**src/rtl/i2s_sample_fifo.sv**
```systemverilog
// i2s_sample_fifo
// First-word-fall-through FIFO of stereo I2S frames. Each entry holds one
// {left, right} pair of 24-bit signed samples (48 bits). Single clock domain,
// asynchronous active-low reset that clears pointers, level, storage and
// overflow state.
//
// Parameters
//   DEPTH        number of stereo frames stored (power of two, 2..256)
//
// Ports
//   clk_i        clock, all state updates on the rising edge
//   rst_ni       asynchronous active-low reset
//   left_i       left sample from the capture stage
//   right_i      right sample from the capture stage
//   valid_i      one-cycle pulse, left_i/right_i form a complete frame
//   left_o       left sample of the head frame
//   right_o      right sample of the head frame
//   valid_o      head frame present (FIFO not empty)
//   ready_i      consumer accepts the head frame
//   level_o      number of frames stored, 0..DEPTH
//   overflow_o   sticky flag, at least one frame was dropped
//   clear_ovf_i  one-cycle pulse, clears overflow_o and ovf_count_o
//   ovf_count_o  saturating count of dropped frames
//
// Configuration
//   I2S_FIFO_OVF_CNT_EN  when defined, builds the 16-bit dropped-frame
//                        counter; otherwise ovf_count_o is tied to zero.

module i2s_sample_fifo #(
  parameter int DEPTH = 16
) (
  input  logic                       clk_i,
  input  logic                       rst_ni,
  input  logic [23:0]                left_i,
  input  logic [23:0]                right_i,
  input  logic                       valid_i,
  output logic [23:0]                left_o,
  output logic [23:0]                right_o,
  output logic                       valid_o,
  input  logic                       ready_i,
  output logic [$clog2(DEPTH):0]     level_o,
  output logic                       overflow_o,
  input  logic                       clear_ovf_i,
  output logic [15:0]                ovf_count_o
);

  localparam int PTR_W = $clog2(DEPTH);
  localparam int LVL_W = PTR_W + 1;

  logic [47:0]      mem_q [DEPTH];
  logic [PTR_W-1:0] rdPtr_q, rdPtr_d;
  logic [PTR_W-1:0] wrPtr_q, wrPtr_d;
  logic [LVL_W-1:0] level_q, level_d;
  logic             overflow_q, overflow_d;

  logic             notEmpty;
  logic             full;
  logic             doPop;
  logic             doPush;
  logic             doDrop;
  logic [PTR_W-1:0] headIdx;

  // A push is allowed into a full FIFO only when the head leaves in the
  // same cycle; a pop needs a frame to be present.
  always_comb begin
    notEmpty = (level_q != '0);
    full     = (level_q == LVL_W'(DEPTH));
    doPop    = notEmpty && ready_i;
    doPush   = valid_i && (!full || doPop);
    doDrop   = valid_i && full && !doPop;
  end

  // Next-state for pointers, level and the sticky overflow flag.
  // Pointers are PTR_W bits wide, so the +1 wraps DEPTH-1 -> 0 naturally.
  // A drop in the same cycle as a clear leaves the flag set.
  always_comb begin
    rdPtr_d    = rdPtr_q;
    wrPtr_d    = wrPtr_q;
    level_d    = level_q;
    overflow_d = overflow_q;
    if (doPop) begin
      rdPtr_d = rdPtr_q + PTR_W'(1);
    end
    if (doPush) begin
      wrPtr_d = wrPtr_q + PTR_W'(1);
    end
    if (doPush && !doPop) begin
      level_d = level_q + LVL_W'(1);
    end else if (doPop && !doPush) begin
      level_d = level_q - LVL_W'(1);
    end
    if (doDrop) begin
      overflow_d = 1'b1;
    end else if (clear_ovf_i) begin
      overflow_d = 1'b0;
    end
  end

  // Control state registers.
  always_ff @(posedge clk_i or negedge rst_ni) begin
    if (!rst_ni) begin
      rdPtr_q    <= '0;
      wrPtr_q    <= '0;
      level_q    <= '0;
      overflow_q <= 1'b0;
    end else begin
      rdPtr_q    <= rdPtr_d;
      wrPtr_q    <= wrPtr_d;
      level_q    <= level_d;
      overflow_q <= overflow_d;
    end
  end

  // Frame storage. Cleared on reset so the outputs read zero immediately.
  always_ff @(posedge clk_i or negedge rst_ni) begin
    if (!rst_ni) begin
      for (int i = 0; i < DEPTH; i++) begin
        mem_q[i] <= '0;
      end
    end else if (doPush) begin
      mem_q[wrPtr_q] <= {left_i, right_i};
    end
  end

  // While empty, the slot just behind the read pointer still holds the
  // last frame that was popped (writes only land at the read pointer while
  // empty), so showing it keeps the outputs stable without a separate
  // holding register. Right after reset that slot is zero.
  always_comb begin
    headIdx = notEmpty ? rdPtr_q : (rdPtr_q - PTR_W'(1));
  end

  assign left_o     = mem_q[headIdx][47:24];
  assign right_o    = mem_q[headIdx][23:0];
  assign valid_o    = notEmpty;
  assign level_o    = level_q;
  assign overflow_o = overflow_q;

`ifdef I2S_FIFO_OVF_CNT_EN
  logic [15:0] ovfCount_q, ovfCount_d;

  // A drop coinciding with a clear restarts the count at one; otherwise
  // the count saturates at all ones.
  always_comb begin
    ovfCount_d = ovfCount_q;
    if (doDrop) begin
      if (clear_ovf_i) begin
        ovfCount_d = 16'd1;
      end else if (ovfCount_q != 16'hFFFF) begin
        ovfCount_d = ovfCount_q + 16'd1;
      end
    end else if (clear_ovf_i) begin
      ovfCount_d = '0;
    end
  end

  always_ff @(posedge clk_i or negedge rst_ni) begin
    if (!rst_ni) begin
      ovfCount_q <= '0;
    end else begin
      ovfCount_q <= ovfCount_d;
    end
  end

  assign ovf_count_o = ovfCount_q;
`else
  assign ovf_count_o = '0;
`endif

endmodule

```
**config.mk**
```make
export PLATFORM = sky130hd
export DESIGN_NAME = i2s_sample_fifo
export DESIGN_NICKNAME = d
export VERILOG_FILES = /design/src/rtl/i2s_sample_fifo.sv
export SDC_FILE = /design/constraint.sdc
export NUM_CORES = 1
export LEC_CHECK = 0
export CORE_MARGIN = 2
export CORE_UTILIZATION = 29
export DETAILED_ROUTE_END_ITERATION = 6
export HOLD_SLACK_MARGIN = 0.02
export SLEW_MARGIN = 30
export SYNTH_ARGS = -nofsm -noshare
export SYNTH_HDL_FRONTEND = slang
export SYNTH_SLANG_ARGS = --single-unit
export TNS_END_PERCENT = 1
```
**constraint.sdc**
```tcl
create_clock -name clk_i -period 5.97 [get_ports clk_i]
set_input_delay 1.4925 -clock clk_i [delete_from_list [all_inputs] [get_ports clk_i]]
set_output_delay 1.4925 -clock clk_i [all_outputs]
set_load 0.005 [all_outputs]
```
Word level (Yosys, flattened, before mapping). Cells that the tools add are included.

Input bits: 53. Register bits after elaboration: 782. Logic and storage cells: 56.

Equality and inequality tests: 1. Bitwise gates (word level): 2. Magnitude comparators: 3. Mux-type cells: 11. $add $sub $neg: 5. Reduce and logical (&&, ||, !) cells: 14.

Operators with widths (number): $bwmux 768 (1); $bmux 48 s4 (1); $demux 48 s4 (1); $mux 48 (3); $ge 5x5->1 const B (2); $mux 5 (2); $not 4->5 (2); $add 4x1->4 const B (2); $logic_and 1x1->1 (7); $add 5x1->5 const B (1); $eq 5x5->1 const B (1); $lt 5x1->1 const B (1); $reduce_bool 5->1 (1); $sub 5x1->5 const B (1); $mux 4 (1); $reduce_bool 2->1 (2); $sub 4x1->4 const B (1); $logic_not 1->1 (3); $mux 1 (2); $logic_or 1x1->1 (1).

Logic depth before layout (Yosys ltp). Gate-level depths: netlist (run 1).

Word-level depth: 8. Gate-level depth with buffers: 14. Depth with buffers taken out: 12.

Least setup slack after synthesis (run 1). No wires, ideal clock.

Path kind: reg-to-output. Start: register rdPtr_q[0]. End: output port left_o[20]. Data required time: 4.478 ns. Path buffers: 8. Data arrival time: 3.327 ns. Setup slack: 1.151 ns. Cell stages (with the launch flop): 14. Cell sequence: dfrtp_1 -> buf_2 -> buf_4 -> buf_2 -> buf_2 -> buf_1 -> inv_1 -> ha_1 -> buf_1 -> buf_1 -> clkbuf_1 -> mux4_2 -> o22ai_1 -> nor3_1.

Word-level cells in the longest chain between the ends: 6.

Ends and longest elaborated chain: start: declaration (line 51) `logic [PTR_W-1:0] rdPtr_q, rdPtr_d;`; start signal: assignment (line 107) `rdPtr_q <= rdPtr_d;`; $sub 4x1->4 (line 130) `headIdx = notEmpty ? rdPtr_q : (rdPtr_q - PTR_W'(1));`; $mux 4 (*) (line 130); $not 4->5 (not written as such) (*) (line 133) `assign left_o = mem_q[headIdx][47:24];`; $bmux 48 s4 (*) (line 133); $mux 48 (*); $mux 48 (not written as such) (*) (line 133); end: declaration (line 37) `output logic [23:0] left_o,`.

Every way passes the cells marked *; elsewhere a longest branch is shown, timed or not. The select of a mux whose other input is x is not followed.

Worst setup path after layout (run 1).
Start: register level_q[0], in the netlist level_o[0]. End: output port right_o[19].

Word-level cells in the longest chain between the ends: 6.

Ends and longest elaborated chain: start: declaration (line 53) `logic [LVL_W-1:0] level_q, level_d;`; start signal: assignment (line 109) `level_q <= level_d;`; $reduce_bool 5->1 (line 66) `notEmpty = (level_q != '0);`; $mux 4 (line 130); $not 4->5 (not written as such) (line 134) `assign right_o = mem_q[headIdx][23:0];`; $bmux 48 s4 (line 134); $mux 48 (not written as such) (line 134); $mux 48; end: declaration (line 38) `output logic [23:0] right_o,`.

No other way between the ends. The select of a mux whose other input is x is not followed.

==> reports/summary.md, run 1 <==
- **total power density per cell area** 638.0 nW/um2
- **instance area at placement** 44440 um2
- **routed length per placed instance** 24.44 um
- **Placed Instances** 4475
- **Ports** 124
- **Post-Syn Instances** 2649
- **Sink Count** 782
- **leak pwr** 19.43 nW
- **non-filler instance count after layout** 4650
- **number of synthesized register bits** 782
- **RSZ-0062 raised after global routing** no
- **iteration count of the initial detailed-routing pass** 5
- **via count of the first global-routing pass** 25660
- **critical path start-end classification** flip-flop to primary output
- **die extent in y** 380.6 um
- **clock network power share** 19.7%
- **summed area of non-filler cells in the final layout** 47750 um2
- **die area** 144800 um2
- **cell taking the most area after synthesis** dfrtp_1
- **CTS HTree Levels** 3
- **pin count of the biggest net entering global routing** 153
- **post-detailed-route via-to-cell ratio** 5.315
- **TritonCTS clock tree** done
- **worst-case vdd ir drop** 0.4826 mV
- **standard-cell row count** 138
- **worst slew margin relative to its limit** 39.87%
- **main flop type after synthesis** dfrtp_1
- **initial antenna violation count** 10
- **Layout fillers** 13700
- **initial core utilization** 29.12%
- **multi-input logic area** 20360 um2
- **syn avg cell area** 15.53 um2
- **category of the worst setup path capture point** primary output
- **clock latency of the later-clocked register in the worst-skew pair** 0.68 ns
- **Critical Path AT** 4.30 ns
- **count of max-cap constraint violations** 0
- **Yosys warnings** 0
- **remaining antenna violation count after routing** 0
- **dominant cells by area after synthesis** dfrtp_1 (48%), mux4_2 (21%), mux2_2 (18%)
- **Total Negative Setup Slacks** 0 ns
- **internal power** 20.23 mW
- **part of the total power dissipated in combinational logic** 47.8%
- **cts hold-fix bufs** 0
- **Distinct cells, synth** 38
- **DRC violation count after routing** 0
- **Final nets** 2745
- **sequential share of power** 32.5%
- **Final HPWL DP** 64260 um
- **most numerous cell in the Yosys netlist** dfrtp_1
- **placeable core region** 141200 um2
- **setup clock skew after layout** 0.04054 ns
- **routability-driven placement congestion ratio** 0.7066
- **total wirelength of the detailed-routed design** 113700 um
- **Num CTS Buffers** 93
- **Hold/Removal Path Class** flip-flop to flip-flop
- **Area growth syn-to-layout** 16.11%
- **Tcrit/Tclk final** 97.11%
- **shortest clock period the worst path allows after layout** 5.797 ns
- **GR Overflow Total** 0
- **run status** finished, final reports clean
- **horizontal die dimension** 380.6 um
- **Seq/Total Area, Yosys** 47.58%
- **Sw Pwr** 10.24 mW
- **cell types with the highest counts after synthesis** dfrtp_1 (782), mux2_2 (646), mux4_2 (384), mux2_1 (125), clkbuf_1 (110)
- **async set-reset flop share out of synthesis** 100.0%
- **data required time of the critical path** 4.48 ns
- **number of pins with negative max-slew slack in the final report** 0
- **summed instance area of the synthesized netlist** 41130 um2
- **I/O Buffers** 107
- **maximum clock frequency** 172.5 MHz
- **first-pass GRT wire length** 172500 um
- **GRT Total Usage** 15.65%
- **Worst Tran Pin Value** 0.9020 ns
- **startpoint type of the worst setup path** flip-flop
- **critical path fanouts, max** 38
- **maximum clock path buffer count** 3
- **Switching Share** 33.60%
- **total power** 30.46 mW
- **setup-violating endpoint count in the final report** 0
- **clock root buffer** clkbuf_16
- **Core Util, Final** 33.81%
- **count of final hold-check violations** 0
- **proportion of layout cells with a drive suffix above 1** 47.75%
- **area of all sequential standard cells** 19580 um2
- **number of synthesized flops with an enable pin** 0
- **clk slew on worst S/H paths** 0.06 ns
- **post-CTS setup repair buffer count** 0
- **violation count after the first detailed-routing iteration** 1492
- **vias post-DR** 24710
- **Synth top area share** 47.58%
[through the flow]
stage / hold slack [ns] / worst slack, ns
after floorplan: 0.4697 / 1.151
after CTS: 0.5069 / 0.03677
after global routing: 0.5261 / 0.02955
final: 0.5040 / 0.1727
after detailed placement: 0.4942 / 0.7901
after global placement: 0.4826 / 0.7833
[flip-flops by register name, summed over array words and instances, names as in the netlist]
signal and count:
overflow_o 1, level_o 5, wrPtr_q 4, mem_q 768, rdPtr_q 4
[worst paths after layout]
kind / start / cells past startpoint / to / slack, ns
min in group asynchronous: rst_ni / 1 / mem_q[752] / 0.67
setup / recovery: level_o[0] / 8 / right_o[19] / 0.17
hold / removal: mem_q[128] / 1 / mem_q[128] / 0.50
hold reg to reg: mem_q[128] / 1 / mem_q[128] / 0.50
max in group asynchronous: rst_ni / 3 / mem_q[251] / 3.70
setup reg to reg: level_o[0] / 11 / level_o[4] / 2.58
[per-layer routing]
metal	part of all wire, %	GRT usage [%]
met5	0.060	0
met2	48	25.34
met3	4.3	2.585
met4	3.4	5.387
met1	44	21.27
[what timing repair did]
item | in CTS | in global routing
hold endpoints to repair | 0 | 0
resized for setup | 0 | 1
setup endpoints to repair | 0 | 1
[logic make-up (layout without fill, tap and decap cells)]
logic type | count (synthesis) | after routing | share of synthesized area (%)
compound gates | 157 | 157 | 2.820
fa+ha+maj | 11 | 11 | 0.3529
simple gates | 194 | 194 | 2.163
flops | 782 | 782 | 47.58
other cells | 1 | 18 | 0.009118
xor+xnor | 11 | 11 | 0.2343
buf+inv | 289 | 383 | 3.508
mux | 1204 | 1204 | 43.33
[critical path, stage by stage, from the launching register on]
cell,delay [ns]
dfrtp_1,0.45
or4_4,0.55
nor3b_2,0.36
mux2_4,0.64
buf_4,0.32
a32o_1,0.22
nor3_1,0.32
buf_4,0.22
clkdlybuf4s50_1,0.50
[cell type report]
class                      instances  area share [%]
multi-input combinational       1593           42.63
sequential                       782           41.00
clock buffer                     130           5.673
tap                             1890           4.952
timing repair buffer             203           4.486
clock inverter                    42           1.179
inverter                           8         0.07337
antenna                            2         0.01048
[power groups by stage]
stage               combinational, mW  sequential [mW]  clock [mW]
detailed placement               14.8             9.96           0
finish                           14.6             9.90        6.01
global route                     15.6             10.3        6.39
global placement                 14.6             9.81           0
CTS                              14.8             9.88        6.17
floorplan                        10.7             9.20           0
[cells in the final DEF (no fill, tap or decap), types with 49 or more instances in the layout]
master             n
mux4_2           384
buf_4             69
nand2_1          107
mux2_1           125
dfrtp_1          780
nor3_1            49
clkbuf_16         95
mux2_2           645
clkdlybuf4s50_1  106
o22ai_1           97
Power figures use the tool's default switching activity.
==> run 2, diff against run 1 <==
==> constraint.sdc (replaced) <==
create_clock -name clk_i -period 5.89 [get_ports clk_i]
set_input_delay 1.4725 -clock clk_i [delete_from_list [all_inputs] [get_ports clk_i]]
set_output_delay 1.4725 -clock clk_i [all_outputs]
set_load 0.005 [all_outputs]
==> reports/summary.md, run 2 (synthesis results as in run 1) <==
- **run status** finished, final reports clean
- **proportion of layout cells with a drive suffix above 1** 47.17%, -0.58 points
- **Sw Pwr** 10.27 mW, +0.32%
- **post-CTS setup repair buffer count** 0, unchanged
- **commonest non-fill, non-tap cells in the layout** dfrtp_1 (780), mux2_2 (645), mux4_2 (384)
- **most common cell after layout, fill and taps aside** dfrtp_1
- **total wirelength of the detailed-routed design** 111500 um, -1.9%
- **setup-violating endpoint count in the final report** 0, unchanged
- **maximum clock frequency** 175.5 MHz
- **cts hold-fix bufs** 0, unchanged
- **Hold/Removal Path Class** flip-flop to flip-flop
- **count of max-cap constraint violations** 0, unchanged
- **vias post-DR** 24500, -0.85%
- **iteration count of the initial detailed-routing pass** 5, unchanged
- **Slowest Stage Delay on Critical Path** 0.66 ns, +0.02 ns
- **sequential share of power** 33.0%, +0.5 points
- **leak pwr** 19.23 nW, -1.1%
- **TritonCTS clock tree** done
- **part of the total power dissipated in combinational logic** 48.3%, +0.5 points
- **instance area at placement** 44330 um2, -0.25%
- **placeable core region** 141200 um2, unchanged
- **worst slew margin relative to its limit** 38.78%, -1.1 points
- **standard-cell row count** 138, unchanged
- **CTS HTree Levels** 3, unchanged
- **data required time of the critical path** 4.42 ns, -0.06 ns
- **Area growth syn-to-layout** 15.25%
- **Placed Instances** 4459, -0.36%
- **number of flip-flops in the largest register** 768, unchanged
- **GRT Total Usage** 15.37%, -0.29 points
- **Num CTS Buffers** 91, -2.2%
- **Sink Count** 782, unchanged
- **non-filler instance count after layout** 4629, -0.45%
- **via count of the first global-routing pass** 25570, -0.32%
- **critical path fanouts, max** 40, +5.3%
- **CP delay by family, top** simple AND/OR/NAND/NOR gates
- **shortest clock period the worst path allows after layout** 5.700 ns
- **clk slew on worst S/H paths** 0.06 ns, about the same
- **Worst Tran Pin Value** 0.9183 ns, +0.01633 ns
- **Tcrit/Tclk final** 96.77%
- **pin count of the biggest net entering global routing** 137, -10%
- **post-detailed-route via-to-cell ratio** 5.293, -0.40%
- **RSZ-0062 raised after global routing** no
- **die area** 144800 um2, unchanged
- **first-pass GRT wire length** 171000 um, -0.91%
- **routability-driven placement congestion ratio** 0.7151, +1.2%
- **Ports** 124, unchanged
- **GR Overflow Total** 0, unchanged
- **number of buffers and inverters on the critical path** 2, -1
- **die extent in y** 380.6 um, unchanged
- **worst-case vdd ir drop** 0.4594 mV, -4.8%
- **internal power** 19.98 mW, -1.2%
- **DRC violation count after routing** 0, unchanged
- **I/O Buffers** 107, unchanged
- **Switching Share** 33.95%, +0.35 points
- **total power density per cell area** 638.2 nW/um2, about the same
- **Final HPWL DP** 64280 um, about the same
- **setup clock skew after layout** 0.02938 ns, -0.01116 ns
- **clock latency of the later-clocked register in the worst-skew pair** 0.68 ns, about the same
- **initial antenna violation count** 9, -1
- **series of cell instances along the critical path** or4_4 -> nor3b_2 -> mux2_4 -> buf_4 -> a32o_1 -> nor3_1 -> clkdlybuf4s50_1
- **maximum clock path buffer count** 3, unchanged
- **clock root buffer** clkbuf_16
- **violation count after the first detailed-routing iteration** 1576, +5.6%
- **Core Util, Final** 33.56%, -0.25 points
- **category of the worst setup path capture point** primary output
- **summed area of non-filler cells in the final layout** 47400 um2, -0.74%
- **number of pins with negative max-slew slack in the final report** 0, unchanged
- **count of final hold-check violations** 0, unchanged
- **Total Negative Setup Slacks** 0 ns, unchanged
- **Final nets** 2729, -0.58%
- **Critical Path AT** 4.23 ns, -0.07 ns
- **remaining antenna violation count after routing** 0, unchanged
- **CP max stage cell** mux2_4
- **clock network power share** 18.6%, -1.1 points
- **horizontal die dimension** 380.6 um, unchanged
- **routed length per placed instance** 24.09 um, -1.5%
- **largest register by flop count** mem_q
- **hold_ws** 0.5042 ns, +0.0002770 ns
- **startpoint type of the worst setup path** flip-flop
- **critical path start-end classification** flip-flop to primary output
- **initial core utilization** 29.12%, unchanged
-- run 2: layout make-up --
| type | count | area, um2 |
|---|---|---|
| fillers | 13760 | 93840 |
| multi-input cells | 1593 | 20360 |
| well taps | 1890 | 2365 |
| diodes | 2 | 5.005 |
| clock buffers | 129 | 2634 |
| inverters | 8 | 35.03 |
| flip-flops and latches | 782 | 19580 |
| clock inverters | 36 | 335.3 |
| repair buffers | 189 | 2092 |
-- run 2: power by group through the flow --
stage	sequential, mW	clock (mW)	combinational, mW
after floorplan	9.33	0	10.8
after global placement	9.93	0	14.6
after detailed placement	10.1	0	14.8
after CTS	9.98	5.78	14.9
after global routing	10.4	6.02	15.7
final	9.99	5.64	14.6
-- run 2: metal layers --
metal | global-route usage (%) | vias up | routed length (um)
met5 | 0 | - | 80
met4 | 4.531 | 12 | 2646
met3 | 2.340 | 163 | 5105
met2 | 25.46 | 533 | 54840
met1 | 20.80 | 13470 | 48820
li1 | - | 10320 | -
-- run 2: what timing repair did --
action / CTS / global route
gates resized for setup: 1 / 2
cloned: 0 / 0
endpoints found under the setup margin: 1 / 5
endpoints found under the hold margin: 0 / 0
-- run 2: through the flow --
step	worst slack (ns)	total power, mW
5_1_grt	0.02245	32.10
4_1_cts	0.03940	30.62
3_5_place_dp	0.7081	24.87
3_3_place_gp	0.7628	24.54
6_report	0.1904	30.25
2_1_floorplan	1.091	20.17
-- run 2: final timing paths --
check,from,endpoint,slack (ns),depth (start not counted)
setup / recovery,level_o[2],right_o[15],0.19,7
hold / removal,mem_q[126],mem_q[126],0.50,1
setup reg to reg,level_o[2],level_o[4],2.61,11
hold reg to reg,mem_q[126],mem_q[126],0.50,1
max in group asynchronous,rst_ni,mem_q[348],3.73,3
min in group asynchronous,rst_ni,mem_q[33],0.67,1
==> run 3, diff against run 2 <==
--- a/config.mk
+++ b/config.mk
@@ -9,6 +9,7 @@
 export CORE_UTILIZATION = 29
 export DETAILED_ROUTE_END_ITERATION = 6
 export HOLD_SLACK_MARGIN = 0.02
+export PLACE_DENSITY = 0.54
 export SLEW_MARGIN = 30
 export SYNTH_ARGS = -nofsm -noshare
 export SYNTH_HDL_FRONTEND = slang
==> reports/summary.md, run 3 (synthesis results as in run 1) <==
- **run status** finished, final reports clean
- **startpoint of the most critical setup path** rdPtr_q[0]
- **placeable core region** 141200 um2, unchanged
- **summed area of non-filler cells in the final layout** 47710 um2, +0.66%
- **R2R Setup Slk** 2.37 ns, -0.24 ns
- **GRT Total Usage** 16.05%, +0.69 points
- **metal3 WL** 5375 um, +5.3%
- **Placed Instances** 4479, +0.45%
- **die extent in y** 380.6 um, unchanged
- **commonest non-fill, non-tap cells in the layout** dfrtp_1 (780), mux2_2 (645), mux4_2 (384)
- **Final nets** 2750, +0.77%
- **clock latency of the later-clocked register in the worst-skew pair** 0.70 ns, +0.02 ns
- **routability-driven placement congestion ratio** 0.6930, -3.1%
- **iteration count of the initial detailed-routing pass** 5, unchanged
- **RSZ-0062 raised after global routing** yes
- **via count of the first global-routing pass** 25700, +0.51%
- **origin of the worst min-delay path** mem_q[140]
- **top sig layer** met5
- **instance area at placement** 44470 um2, +0.32%
- **category of the worst setup path capture point** primary output
- **number of pins with negative max-slew slack in the final report** 0, unchanged
- **maximum clock path buffer count** 3, unchanged
- **clock root buffer** clkbuf_16
- **clk slew on worst S/H paths** 0.06 ns, about the same
- **initial core utilization** 29.12%, unchanged
- **CTS HTree Levels** 3, unchanged
- **die area** 144800 um2, unchanged
- **cts hold-fix bufs** 0, unchanged
- **post-CTS setup repair buffer count** 0, unchanged
- **Num CTS Buffers** 95, +4.4%
- **routed length per placed instance** 24.94 um, +3.6%
- **maximum clock frequency** 172.6 MHz, -1.6%
- **Hold/Removal Path Class** flip-flop to flip-flop
- **critical path fanouts, max** 22, -45%
- **number of cells on the worst reg-to-reg path** 13, +2
- **most common cell after layout, fill and taps aside** dfrtp_1
- **Worst Tran Pin Value** 0.9256 ns, +0.007211 ns
- **Ports** 124, unchanged
- **remaining antenna violation count after routing** 0, unchanged
- **first-pass GRT wire length** 175900 um, +2.9%
- **total power density per cell area** 644.7 nW/um2, +1.0%
- **shortest clock period the worst path allows after layout** 5.794 ns, +0.09468 ns
- **setup-violating endpoint count in the final report** 0, unchanged
- **leak pwr** 19.39 nW, +0.86%
- **count of final hold-check violations** 0, unchanged
- **number of flip-flops in the largest register** 768, unchanged
- **total wirelength of the detailed-routed design** 116000 um, +4.0%
- **non-filler instance count after layout** 4651, +0.48%
- **startpoint type of the worst setup path** flip-flop
- **Tcrit/Tclk final** 98.37%, +1.6 points
- **post-detailed-route via-to-cell ratio** 5.294, about the same
- **I/O Buffers** 107, unchanged
- **horizontal die dimension** 380.6 um, unchanged
- **data required time of the critical path** 4.42 ns, about the same
- **TritonCTS clock tree** done
- **largest register by flop count** mem_q
- **post-place setup slack** 0.7644 ns, +0.05632 ns
- **proportion of layout cells with a drive suffix above 1** 47.64%, +0.48 points
- **met1 layer wirelength in the final routing** 50110 um, +2.7%
- **vias post-DR** 24620, +0.49%
- **worst-case vdd ir drop** 0.4631 mV, +0.81%
- **initial antenna violation count** 13, +4
- **standard-cell row count** 138, unchanged
- **Sink Count** 782, unchanged
- **wire length on met2** 57330 um, +4.5%
- **GR Overflow Total** 0, unchanged
- **pin count of the biggest net entering global routing** 126, -8.0%
- **worst slew margin relative to its limit** 38.30%, -0.48 points
- **DRC violation count after routing** 0, unchanged
- **violation count after the first detailed-routing iteration** 1554, -1.4%
- **setup clock skew after layout** 0.03497 ns, +0.005587 ns
- **Setup WS post-layout** 0.09575 ns, -0.09468 ns
- **critical path start-end classification** flip-flop to primary output
- **launch instance of the worst register-to-register path** level_o[2]
- **Area growth syn-to-layout** 16.01%
- **Final HPWL DP** 68020 um, +5.8%
- **count of max-cap constraint violations** 0, unchanged
- **Critical Path AT** 4.32 ns, +0.09 ns
- **Hold Path Cell Cnt** 1, unchanged
-- run 3: final timing paths --
check | end
setup reg to reg | level_o[4]
setup / recovery | left_o[14]
hold / removal | mem_q[140]
hold reg to reg | mem_q[140]
max in group asynchronous | mem_q[116]
min in group asynchronous | mem_q[696]
-- run 3: through the flow --
stage / util [%] / total power [mW] / TNS, ns / hold WS [ns]
floorplan: - / 20.17 / 0 / 0.4697
global placement: 31.49 / 24.79 / 0 / 0.4813
detailed placement: 31.49 / 25.04 / 0 / 0.4927
CTS: 33.76 / 31.19 / 0 / 0.5060
global route: 33.78 / 32.67 / -0.02678 / 0.5215
finish: 33.78 / 30.76 / 0 / 0.5044
-- run 3: final cells by class --
| type | count | area, um2 |
|---|---|---|
| tap | 1890 | 2365 |
| multi-input combinational | 1593 | 20380 |
| timing repair buffer | 206 | 2163 |
| fill | 13750 | 93530 |
| sequential | 782 | 19580 |
| clock buffer | 141 | 2823 |
| clock inverter | 30 | 369.1 |
| inverter | 8 | 35.03 |
| antenna | 1 | 2.502 |
-- run 3: power breakdown --
group	internal [mW]	switching, mW
Combinational	8.69	6.07
Sequential	8.07	1.96
Clock	3.58	2.40
Total	20.3	10.4
-- run 3: per-layer routing --
layer	vias up	track usage [%]
li1	10380	-
met1	13510	21.14
met3	192	2.895
met5	-	0
met2	529	26.84
met4	18	4.999
-- run 3: critical path, cell delays in order (launching register included) --
cell and delay, ns:
dfrtp_4 0.69, inv_1 0.14, ha_4 0.61, buf_4 0.43
mux4_2 0.26, nand2_1 0.05, a32o_1 0.25, nor3_1 0.55
clkdlybuf4s50_1 0.63
-- run 3: timing repair --
action,CTS,global route
cloned,0,0
pin swaps,0,1
endpoints found under the setup margin,3,10
gates resized for setup,1,7
